<file path="src/rtl/mem_bus_arbiter.sv">
// mem_bus_arbiter: shares one memory-side request/response bus between the
// instruction cache (port 0) and the data cache (port 1). A round-robin
// grant picks one owner, its address/tag are latched, and the owner keeps
// the bus until all BEATS response beats have been handshaken. Ack and beat
// paths are pure combinational pass-through so no latency is added per beat.
module mem_bus_arbiter #(
    parameter int BUS_DATA_WIDTH = 64,
    parameter int BUS_TAG_WIDTH  = 13,
    parameter int BEATS          = 8
) (
    input  logic                      clk,
    input  logic                      reset,

    input  logic                      p0_bus_reqcyc,
    output logic                      p0_bus_reqack,
    input  logic [BUS_DATA_WIDTH-1:0] p0_bus_req,
    input  logic [BUS_TAG_WIDTH-1:0]  p0_bus_reqtag,
    output logic                      p0_bus_respcyc,
    input  logic                      p0_bus_respack,
    output logic [BUS_DATA_WIDTH-1:0] p0_bus_resp,
    output logic [BUS_TAG_WIDTH-1:0]  p0_bus_resptag,

    input  logic                      p1_bus_reqcyc,
    output logic                      p1_bus_reqack,
    input  logic [BUS_DATA_WIDTH-1:0] p1_bus_req,
    input  logic [BUS_TAG_WIDTH-1:0]  p1_bus_reqtag,
    output logic                      p1_bus_respcyc,
    input  logic                      p1_bus_respack,
    output logic [BUS_DATA_WIDTH-1:0] p1_bus_resp,
    output logic [BUS_TAG_WIDTH-1:0]  p1_bus_resptag,

    output logic                      m_bus_reqcyc,
    input  logic                      m_bus_reqack,
    output logic [BUS_DATA_WIDTH-1:0] m_bus_req,
    output logic [BUS_TAG_WIDTH-1:0]  m_bus_reqtag,
    input  logic                      m_bus_respcyc,
    output logic                      m_bus_respack,
    input  logic [BUS_DATA_WIDTH-1:0] m_bus_resp,
    input  logic [BUS_TAG_WIDTH-1:0]  m_bus_resptag
);

    // A single-beat configuration still needs a one-bit counter.
    localparam int BEAT_W = (BEATS > 1) ? $clog2(BEATS) : 1;
    localparam logic [BEAT_W-1:0] LAST_BEAT = BEAT_W'(BEATS - 1);

    typedef enum logic [1:0] {
        ST_IDLE = 2'd0,
        ST_REQ  = 2'd1,
        ST_RESP = 2'd2
    } state_t;

    state_t                    state_q, state_d;
    logic                      owner_q, owner_d;
    logic                      last_q,  last_d;
    logic [BUS_DATA_WIDTH-1:0] req_q,   req_d;
    logic [BUS_TAG_WIDTH-1:0]  tag_q,   tag_d;
    logic [BEAT_W-1:0]         beat_q,  beat_d;

    logic                      own_respack_s;
    logic                      beat_done_s;
    logic                      winner_s;

    assign own_respack_s = owner_q ? p1_bus_respack : p0_bus_respack;
    assign beat_done_s   = m_bus_respcyc & own_respack_s;
    // With both requesting, the port that was not served last wins.
    assign winner_s      = (p0_bus_reqcyc & p1_bus_reqcyc) ? ~last_q : p1_bus_reqcyc;

    // State registers; reset==0 at a clock edge abandons any transaction.
    always_ff @(posedge clk) begin
        if (!reset) begin
            state_q <= ST_IDLE;
            owner_q <= 1'b0;
            last_q  <= 1'b1;
            req_q   <= '0;
            tag_q   <= '0;
            beat_q  <= '0;
        end else begin
            state_q <= state_d;
            owner_q <= owner_d;
            last_q  <= last_d;
            req_q   <= req_d;
            tag_q   <= tag_d;
            beat_q  <= beat_d;
        end
    end

    // Next-state: grant in IDLE, wait for ack in REQ, count beats in RESP.
    always_comb begin
        state_d = state_q;
        owner_d = owner_q;
        last_d  = last_q;
        req_d   = req_q;
        tag_d   = tag_q;
        beat_d  = beat_q;
        case (state_q)
            ST_IDLE: begin
                if (p0_bus_reqcyc | p1_bus_reqcyc) begin
                    owner_d = winner_s;
                    req_d   = winner_s ? p1_bus_req    : p0_bus_req;
                    tag_d   = winner_s ? p1_bus_reqtag : p0_bus_reqtag;
                    beat_d  = '0;
                    state_d = ST_REQ;
                end else begin
                    state_d = ST_IDLE;
                end
            end
            ST_REQ: begin
                if (m_bus_reqack) begin
                    state_d = ST_RESP;
                end else begin
                    state_d = ST_REQ;
                end
            end
            ST_RESP: begin
                if (beat_done_s) begin
                    if (beat_q == LAST_BEAT) begin
                        beat_d  = '0;
                        last_d  = owner_q;
                        state_d = ST_IDLE;
                    end else begin
                        beat_d  = beat_q + BEAT_W'(1);
                    end
                end else begin
                    beat_d = beat_q;
                end
            end
            default: begin
                state_d = ST_IDLE;
                beat_d  = '0;
            end
        endcase
    end

    // Output steering: only the owner sees ack/beats; everything else is 0.
    always_comb begin
        p0_bus_reqack  = 1'b0;
        p0_bus_respcyc = 1'b0;
        p0_bus_resp    = '0;
        p0_bus_resptag = '0;
        p1_bus_reqack  = 1'b0;
        p1_bus_respcyc = 1'b0;
        p1_bus_resp    = '0;
        p1_bus_resptag = '0;
        m_bus_reqcyc   = 1'b0;
        m_bus_req      = '0;
        m_bus_reqtag   = '0;
        m_bus_respack  = 1'b0;
        case (state_q)
            ST_IDLE: begin
                m_bus_reqcyc = 1'b0;
            end
            ST_REQ: begin
                m_bus_reqcyc = 1'b1;
                m_bus_req    = req_q;
                m_bus_reqtag = tag_q;
                if (owner_q) begin
                    p1_bus_reqack = m_bus_reqack;
                end else begin
                    p0_bus_reqack = m_bus_reqack;
                end
            end
            ST_RESP: begin
                m_bus_respack = own_respack_s;
                if (owner_q) begin
                    p1_bus_respcyc = m_bus_respcyc;
                    p1_bus_resp    = m_bus_resp;
                    p1_bus_resptag = m_bus_resptag;
                end else begin
                    p0_bus_respcyc = m_bus_respcyc;
                    p0_bus_resp    = m_bus_resp;
                    p0_bus_resptag = m_bus_resptag;
                end
            end
            default: begin
                m_bus_reqcyc = 1'b0;
            end
        endcase
    end

endmodule

</file>
<file path="config.mk">
export PLATFORM = sky130hd
export DESIGN_NAME = mem_bus_arbiter
export DESIGN_NICKNAME = d
export VERILOG_FILES = /design/src/rtl/mem_bus_arbiter.sv
export SDC_FILE = /design/constraint.sdc
export NUM_CORES = 1
export LEC_CHECK = 0
export ABC_AREA = 1
export CAP_MARGIN = 20
export CORE_AREA = 5 5 181 183
export DETAILED_ROUTE_END_ITERATION = 8
export DIE_AREA = 0 0 186 188
export PLACE_DENSITY = 0.53
export SLEW_MARGIN = 20
export SYNTH_ARGS = -nofsm -noshare
export SYNTH_HDL_FRONTEND = slang
export SYNTH_SLANG_ARGS = --single-unit
</file>
<file path="constraint.sdc">
create_clock -name clk -period 1.8 [get_ports clk]
set_clock_uncertainty 0.2 [all_clocks]
set_input_delay 0.45 -clock clk [delete_from_list [all_inputs] [get_ports clk]]
set_output_delay 0.45 -clock clk [all_outputs]
set_load 0.02 [all_outputs]
</file>
==> flow_metrics.env <==
export IMPL_numCtsBuffers=9
export IMPL_placed_area_sq_um=11500
export IMPL_slowest_delay_ns=0.34
export IMPL_synth_yosys_warnings=0
export IMPL_die_height_um=188
export IMPL_num_rows=65
export IMPL_fin_ws_ns=-0.422
export IMPL_place_gp_congestion=0.837
export IMPL_wl_mm=30.9
export IMPL_power_leakage_nw=6.02
export IMPL_critPathArrivalTime_ns=1.57
export IMPL_drive_above_1_share_pct=36.3
export IMPL_h_tree_depth=3
export IMPL_synth_area_sq_um=5550
export IMPL_synthCells=986
export IMPL_period_share_pct=123
export IMPL_num_vias=7777
export IMPL_grt_max_degree=61
export IMPL_crit_buf_inv=5
export IMPL_max_freq_mhz=450
export IMPL_fillers=3234
export IMPL_die_area_sq_um=35000
export IMPL_drtPass1Iterations=4
export IMPL_vdd_ir_drop_max_mv=0.380
export IMPL_max_slew_margin_pct=73.1
export IMPL_synth_largest_area_cell="dfxtp_1"
export IMPL_worstPathCellList="buf_6 -> nand2_4 -> inv_8 -> nand2_8 -> buf_12 -> clkbuf_16 -> nor2_2 -> buf_6"
export IMPL_clock_sinks=84
export IMPL_root_buffer="clkbuf_16"
export IMPL_io_buffers=475
export IMPL_p_total_mw=8.10
export IMPL_p_per_area_nw_per_um2=620
export IMPL_track_usage_pct=15.6
export IMPL_clock_latency_ns=0.33
export IMPL_hold_viol=0
export IMPL_nets=1750
export IMPL_gr_total_overflow=0
export IMPL_initial_core_util_pct=17.9
export IMPL_setup_viol=292
export IMPL_drtAntennaViolNets=0
export IMPL_hp_class="register to register"
export IMPL_yosys_top_cells_area="dfxtp_1, nor2_1, inv_1"
export IMPL_cp_slowest_cell="dfxtp_2"
export IMPL_holdWs_ns=0.308
export IMPL_ys_ff_latch=84
export IMPL_end_kind="output port"
export IMPL_initialDrtViolationCount=187
export IMPL_die_w_um=186
export IMPL_critical_path_top_delay_family="buffers and inverters"
export IMPL_timing_critical_path_mode_cell="buf_6"
export IMPL_drc_errors=0
export IMPL_grt_pass1_vias=7549
export IMPL_fin_util_pct=42.1
export IMPL_ys_types=20
export IMPL_violations="setup timing"
export IMPL_hold_buffers=0
export IMPL_synth_edf_count=0
export IMPL_synth_seq_area_share_pct=30.3
export IMPL_worstSetupStartpointType="register"
export IMPL_clkSlewWorstSetupHoldPaths_ns=0.06
export IMPL_register_area_sq_um=1690
export IMPL_grt_pass1_wl_mm=42.7
export IMPL_synth_most_common_cell="nor2_1"
export IMPL_worstMarginPinSlew_ns=0.401
export IMPL_clk_path_buf_depth=2
export IMPL_cts_tree="built"
export IMPL_ios=476
export IMPL_dpl_hpwl_mm=23.5
export IMPL_status="complete, but fails checks"
export IMPL_period_minus_slack_ns=2.22
export IMPL_rsz0062_at_grt="yes"
export IMPL_slew_viol_final=0
export IMPL_synth_net_count=1227
export IMPL_ys_top_cells_by_count="nor2_1, inv_1, o21ai_0"
export IMPL_synth_avg_cell_area_sq_um=5.63
export IMPL_crit_fanout=8
export IMPL_crit_type="register to output port"
export IMPL_core_sq_um=31100
export IMPL_drt_vias_per_instance=4.06
export IMPL_worstPathRequired_ns=1.15
export IMPL_multi_input_area_sq_um=3620
export IMPL_netlist_area_leader_share_pct=30.3
export IMPL_postLayoutCellArea_sq_um=13100
export IMPL_synth_main_ff_cell="dfxtp_1"
export IMPL_cap_violations=0
export IMPL_async_flop_share_pct=0
export IMPL_dpl_cell_count=1874
export IMPL_area_growth_pct=136
export IMPL_fin_cells=1917
export IMPL_antenna_found_initial=3
export IMPL_post_drt_wl_per_cell_um=16.1
==> cell type report <==
cell class	count	area share [%]
antenna	1	0.0191
timing repair buffer	580	46.1
multi-input combinational	591	27.7
tap	402	3.85
sequential	84	12.9
inverter	243	7.11
clock inverter	7	0.622
clock buffer	9	1.72
==> logic make-up (layout without fill, tap and decap cells) <==
kind of cell             count (synthesis)  in the layout  synth area share [%]
AND/OR/NAND/NOR                        349            349                  24.2
buffers and inverters                  311            839                  23.3
AO/OA/AOI/OAI                          240            240                  21.8
flip-flops                              84             84                  30.3
adder cells (fa/ha/maj)                  2              2                 0.451
other                                    0              1                     0
==> power by group <==
part | switching [mW] | total [mW] | internal [mW]
registers | 0.137 | 2.29 | 2.15
clock network | 0.856 | 1.96 | 1.10
logic | 1.98 | 3.86 | 1.88
total | 2.97 | 8.10 | 5.13
==> cells in the final DEF, fill, tap and decap left out, types with 18 or more instances in the layout <==
cell	netlist	final
nor2_2	2	63
buf_6	9	142
buf_12	0	26
o21ai_1	47	47
a21oi_1	80	80
nor2_1	318	145
dfxtp_1	84	81
o21ai_0	110	109
buf_4	0	156
clkdlybuf4s50_1	0	235
nor2_4	1	113
clkbuf_16	0	18
inv_1	239	237
==> layer usage <==
metal  wire (um)  global-route usage (%)  share of wire (%)
met3        2620                    4.95                8.5
met1       11400                    16.7                 37
met2       16200                    29.2                 52
met4         703                    4.12                2.3
met5          27                       0              0.087
==> state kept, by name, summed over array words and instances (netlist names) <==
signal   cells
owner_q      1
state_q      2
req_q       64
last_q       1
beat_q       3
tag_q       13
==> stage by stage <==
stage | TNS (ns) | setup slack (ns)
4_1_cts | -112.30 | -0.545
3_3_place_gp | -146.01 | -1.00
6_report | -77.40 | -0.422
2_1_floorplan | -1.98 | -0.0492
3_5_place_dp | -147.09 | -0.978
5_1_grt | -103.49 | -0.495
==> tightest hold or removal path, delay by kind of cell, from the launching register on <==
kind	cells	cell delay [ns]
simple gates	1	0.09
flops	1	0.34
compound gates	1	0.04
==> path summary, 6_finish.rpt <==
check | start | endpoint | slack (ns) | cells after the start
hold / removal | beat_q[2]$_SDFFE_PN0P_ | beat_q[2]$_SDFFE_PN0P_ | 0.31 | 2
setup / recovery | state_q[1]$_SDFFE_PN0P_ | p0_bus_resp[26] | -0.42 | 8
hold reg to reg | beat_q[2]$_SDFFE_PN0P_ | beat_q[2]$_SDFFE_PN0P_ | 0.31 | 2
setup reg to reg | state_q[1]$_SDFFE_PN0P_ | req_q[10]$_SDFFE_PN0P_ | -0.05 | 10
==> repair_timing <==
item	CTS	global route
buffers inserted	0	14
pin swaps	0	6
cloned	0	12
setup endpoints to repair	297	317
gates resized for setup	767	699
Power figures use the tool's default switching activity.
